$ cat config.mk
export PLATFORM = sky130hd
export DESIGN_NAME = store_rmw_seq
export DESIGN_NICKNAME = d
export VERILOG_FILES = /design/src/rtl/store_rmw_seq.sv
export SDC_FILE = /design/constraint.sdc
export NUM_CORES = 1
export LEC_CHECK = 0
export BUFFER_PORTS_ARGS = -buffer_cell sky130_fd_sc_hd__buf_2
export CORE_MARGIN = 5
export CORE_UTILIZATION = 24
export DETAILED_ROUTE_END_ITERATION = 10
export GPL_ROUTABILITY_DRIVEN = 0
export PLACE_DENSITY = 0.54
export SYNTH_ARGS = -nofsm -noshare
export SYNTH_HDL_FRONTEND = slang
export SYNTH_SLANG_ARGS = --single-unit
$ cat constraint.sdc
create_clock -name clk -period 2.75 [get_ports clk]
set_input_delay 0.1375 -clock clk [delete_from_list [all_inputs] [get_ports clk]]
set_output_delay 0.1375 -clock clk [all_outputs]
set_load 0.01 [all_outputs]
$ cat src/rtl/store_rmw_seq.sv
// store_rmw_seq: read-modify-write sequencer turning SB/SH/SW into whole-word memory writes.
// Define STORE_RMW_FWD_EN to merge sub-word stores into the last written word without a read.
module store_rmw_seq #(
  parameter int MEM_LAT = 1
) (
  input  logic        clk,
  input  logic        reset_n,
  input  logic        req_valid,
  output logic        req_ready,
  input  logic [31:0] req_addr,
  input  logic [31:0] req_wdata,
  input  logic [1:0]  req_size,
  output logic        busy,
  output logic        done,
  output logic        err_align,
  output logic [31:0] mem_addr,
  output logic        mem_rd,
  output logic        mem_wr,
  output logic [31:0] mem_wdata,
  input  logic [31:0] mem_rdata
);
  localparam logic [2:0] IDLE = 3'd0, READ = 3'd1, WAIT = 3'd2, WRITE = 3'd3, DONE = 3'd4;
  logic [2:0] state, cnt;
  logic [31:0] addr_q, wdata_q, word_q, fwd_src;
  logic [1:0] size_q;
  logic err_q, bad, hit;
  function automatic logic [31:0] merge(input logic [31:0] rd, input logic [31:0] wd,
                                        input logic [1:0] sz, input logic [1:0] off);
    logic [31:0] r;
    r = rd;
    if (sz == 2'd0) r[{off, 3'b000} +: 8] = wd[7:0];
    else if (sz == 2'd1) r[{off[1], 4'b0000} +: 16] = wd[15:0];
    else r = wd;
    return r;
  endfunction
  assign bad = (req_size == 2'd3) || (req_size == 2'd1 && req_addr[0]) ||
               (req_size == 2'd2 && req_addr[1:0] != 2'b00);
`ifdef STORE_RMW_FWD_EN
  logic [29:0] fwd_addr;
  logic        fwd_v;
  always_ff @(posedge clk or negedge reset_n)
    if (!reset_n) begin
      fwd_v   <= 1'b0;
      fwd_addr <= '0;
      fwd_src <= '0;
    end else if (state == WRITE) begin
      fwd_v   <= 1'b1;
      fwd_addr <= addr_q[31:2];
      fwd_src <= word_q;
    end
  assign hit = fwd_v && fwd_addr == req_addr[31:2] && req_size != 2'd2;
`else
  assign hit = 1'b0;
  assign fwd_src = '0;
`endif
  always_ff @(posedge clk or negedge reset_n)
    if (!reset_n) begin
      state   <= IDLE;
      cnt     <= '0;
      addr_q  <= '0;
      wdata_q <= '0;
      size_q  <= '0;
      word_q  <= '0;
      err_q   <= 1'b0;
    end else
      case (state)
        IDLE: if (req_valid) begin
          addr_q  <= req_addr;
          wdata_q <= req_wdata;
          size_q  <= req_size;
          err_q   <= bad;
          cnt     <= '0;
          // word stores and forwarding hits have their final word ready at accept
          word_q  <= merge(fwd_src, req_wdata, req_size, req_addr[1:0]);
          state   <= bad ? DONE : (req_size == 2'd2 || hit) ? WRITE : READ;
        end
        READ: state <= WAIT;
        WAIT: if (cnt == 3'(MEM_LAT - 1)) begin
          word_q <= merge(mem_rdata, wdata_q, size_q, addr_q[1:0]);
          state  <= WRITE;
        end else cnt <= cnt + 3'd1;
        WRITE: state <= DONE;
        DONE: begin
          state <= IDLE;
          err_q <= 1'b0;
        end
        default: state <= IDLE;
      endcase
  assign req_ready = state == IDLE;
  assign busy      = state != IDLE;
  assign mem_rd    = state == READ;
  assign mem_wr    = state == WRITE;
  assign done      = state == DONE;
  assign err_align = done && err_q;
  assign mem_addr  = {addr_q[31:2], 2'b00};
  assign mem_wdata = word_q;
endmodule

==> out/summary.txt <==
Pwr Total: 8.77 mW
Hold depth: 3
Clock root cell: clkbuf_16
Utilization after layout: 31.0%
Area grow syn2layout: 27.7%
Via density per instance: 4.91
Die X: 169 µm
Post-DR wirelength/cell: 18.7 µm
Ordered cell list for the critical path: inv_1 -> ha_1 -> nand3b_1 -> a211o_1 -> a221o_1 -> o22a_1
Number of distinct library cells after synthesis: 57
Layout cells sized above 1: 26.3%
Antenna-violating nets left: 0
Top-area cell type share of the netlist area: 43.1%
Leakage power figure: 3.67 nW
Startpoint types: register
Crit share post-route: 81.4%
Number of I/O pins: 171
TritonCTS buffer count: 9
Fin crit period: 2.24 ns
Critical hold path startpoint: req_wdata[25]
Critical Path Sink Type: register
Sw Share: 45.0%
Nets: 972
Logic pwr share: 50.3%
Post_cts resized: 0
Worst R2R End: mem_wdata[15]$_DFFE_PN0P_
IO Port Bufs: 168
Psw: 3.95 mW
Bufs on Longest Clock Path: 2
Clk pwr share: 15.6%
CP max stage delay: 0.71 ns
Register share of total power: 34.1%
Final wirelength: 22.3 mm
CTS Sinks: 105
EDFF count, synth: 0
Post-synth top cells: nand2_1, dfrtp_1, buf_4, nor2_1, a21oi_1
Buf+Inv Stages, Crit Path: 1
Post-Synth Simple-Gate Area: 21.4%
Worst Path Arrival: 2.48 ns
DR pass1 iterations: 5
Max cap viols: 0
Gr usage total: 15.3%
Synth Area in Adders: 2.46%
Part of the Yosys area used for sequential elements: 43.1%
Ys Warns: 0
Drc violations: 0
Max-slew violation count: 0
Initial antenna violation count: 6
Vias in the first global route: 5729
Max-slew headroom: 34.9%
Fmax: 447 MHz
CP max FO: 26
Post-synth top area cell: dfrtp_1
R2R cell count: 6
Slowest cell on crit path: a211o_1
Synth Instances: 697
Via Count: 5858
H-tree depth: 3
Global route overflow: 0
Setup Total Neg Slack: 0 ns
Largest family of logic cells by synthesized area: compound AO/OA/AOI/OAI gates
Top cells by area, synth: dfrtp_1, nand2_1, buf_4
PD cells: 1130 nW/µm²
Main synth FF type: dfrtp_1
Worst-margin pin slew: 0.976 ns
Largest net degree at the start of global routing: 50
ANT cells: 0
HPWL after DPL: 15.8 mm
Synth Cell Area: 6100 µm²
RSZ-0062 raised after global routing: false
Synth Area in Compound Gates: 21.7%
Critical path class: register to register
Rows: 58
Status: finished, final reports clean
Peak VDD IR: 0.000398 V
Internal Power: 4.82 mW
Clock latency on the worst-skew pair: 0.36 ns
Syn avg cell area: 8.75 µm²
Hold-critical path endpoint: wdata_q[25]$_DFFE_PN0P_
Core footprint: 25100 µm²
Die height: 169 µm
First-pass GRT wire length: 34.2 mm
Worst r2r src: cnt[0]$_DFFE_PN0P_
Worst reg2reg setup slack: 0.51 ns
Most frequent cell after synthesis: nand2_1
Worst EP required: 2.99 ns
Fin. Hold Viols: 0
Final setup fails: 0
Synth Area in XOR/XNOR: 0%
Die area: 28700 µm²
Detailed Route Iter0 Violations: 431
CTS tree: yes
Asr flop ratio synth: 100%
Clock transition at path regs: 0.07 ns
Yosys reg bits: 105
Critical path's top delay family: compound AO/OA/AOI/OAI gates
Mux cell area share after synthesis: 2.95%
Initial Util: 24.3%
Worst min-delay path class: primary input to register
Post-route clock skew: 0.0104 ns
==> worst min-delay path: stages <==
cell	delay, ns
buf_2	0.09
nand2_1	0.05
nand2_1	0.05
==> flip-flops by register name, indices dropped and copies added, names as in the netlist <==
register and flops:
addr_q 32, mem_wdata 32, wdata_q 32, state 3, size_q 2, cnt 3, err_q 1
==> how the worst max path moves through the flow <==
| stage | startpoint | endpoint | slack, ns | cells past startpoint |
|---|---|---|---|---|
| global route | addr_q[1]$_DFFE_PN0P_ | mem_wdata[7]$_DFFE_PN0P_ | 0.35 | 6 |
| global placement | cnt[0]$_DFFE_PN0P_ | mem_wdata[8]$_DFFE_PN0P_ | 0.56 | 6 |
| detailed placement | addr_q[1]$_DFFE_PN0P_ | mem_wdata[3]$_DFFE_PN0P_ | 0.53 | 6 |
| CTS | cnt[0]$_DFFE_PN0P_ | mem_wdata[15]$_DFFE_PN0P_ | 0.52 | 6 |
| finish | cnt[0]$_DFFE_PN0P_ | mem_wdata[15]$_DFFE_PN0P_ | 0.51 | 6 |
| floorplan | addr_q[1]$_DFFE_PN0P_ | mem_wdata[0]$_DFFE_PN0P_ | 0.23 | 9 |
==> power by group through the flow <==
stage / registers (mW) / clock network [mW] / logic, mW
global route: 3.09 / 1.47 / 4.91
finish: 2.99 / 1.37 / 4.41
CTS: 2.98 / 1.41 / 4.44
floorplan: 2.82 / 0 / 3.26
global placement: 3.00 / 0 / 4.33
detailed placement: 3.00 / 0 / 4.39
==> through the flow <==
| step | std cells | hold slack [ns] | worst slack [ns] | instance area, µm² |
|---|---|---|---|---|
| after floorplan | 698 | -0.158 | 0.230 | 6100 |
| after global placement | 1136 | 0.236 | 0.562 | 7060 |
| after detailed placement | 1136 | 0.245 | 0.534 | 7060 |
| after CTS | 1193 | 0.000674 | 0.520 | 7790 |
| after global routing | 1193 | 0.0146 | 0.355 | 7790 |
| final | 1193 | 0.00820 | 0.511 | 7790 |
==> final cells by class <==
type	count	area (µm²)
clock buffers	10	239
clock inverters	5	63.8
fillers	2733	17300
inverters	14	52.6
multi-input cells	501	2980
flip-flops and latches	105	2630
well taps	330	413
repair buffers	228	1410
==> per-layer routing <==
| metal | vias to the layer above | global-route usage (%) | wire [µm] |
|---|---|---|---|
| met5 | - | 0 | 75 |
| met4 | 12 | 5.39 | 674 |
| met3 | 44 | 4.15 | 1650 |
| met2 | 207 | 24.0 | 10300 |
| met1 | 2829 | 20.5 | 9570 |
| li1 | 2766 | - | - |
==> layout by cell type, fill, tap and decap left out, types with 4 or more instances in the layout <==
cell type	netlist	final
nor3_1	6	6
mux2i_1	9	9
a32oi_1	8	8
a31oi_1	15	15
a22o_1	4	4
inv_1	13	13
o22a_1	7	7
ha_1	12	12
buf_4	34	18
a211o_1	6	6
buf_2	20	167
a221oi_1	14	14
o211ai_1	9	9
a211oi_1	11	10
a221o_1	20	20
o31ai_1	9	9
o21ai_0	19	19
nor2_1	27	27
o221ai_1	7	7
nand2b_1	13	13
mux2_2	8	8
a21oi_1	23	23
dfrtp_1	105	105
a31o_1	6	6
clkbuf_16	0	9
nand3_1	14	14
dlygate4sd3_1	0	42
nor2b_1	4	4
o22ai_1	8	8
nand2_1	204	203
==> cell families after synthesis <==
group | count (synthesis)
DFF | 105
AOI/OAI and AO/OA | 175
other | 1
buffers and inverters | 92
muxes | 17
adders and majority gates | 12
and+or+nand+nor | 295
==> timing repair <==
action                                 CTS  global route
endpoints found under the hold margin   88             0
buffers inserted                         0             0
hold buffers                            42             0
(Power assumes the default switching activity.)
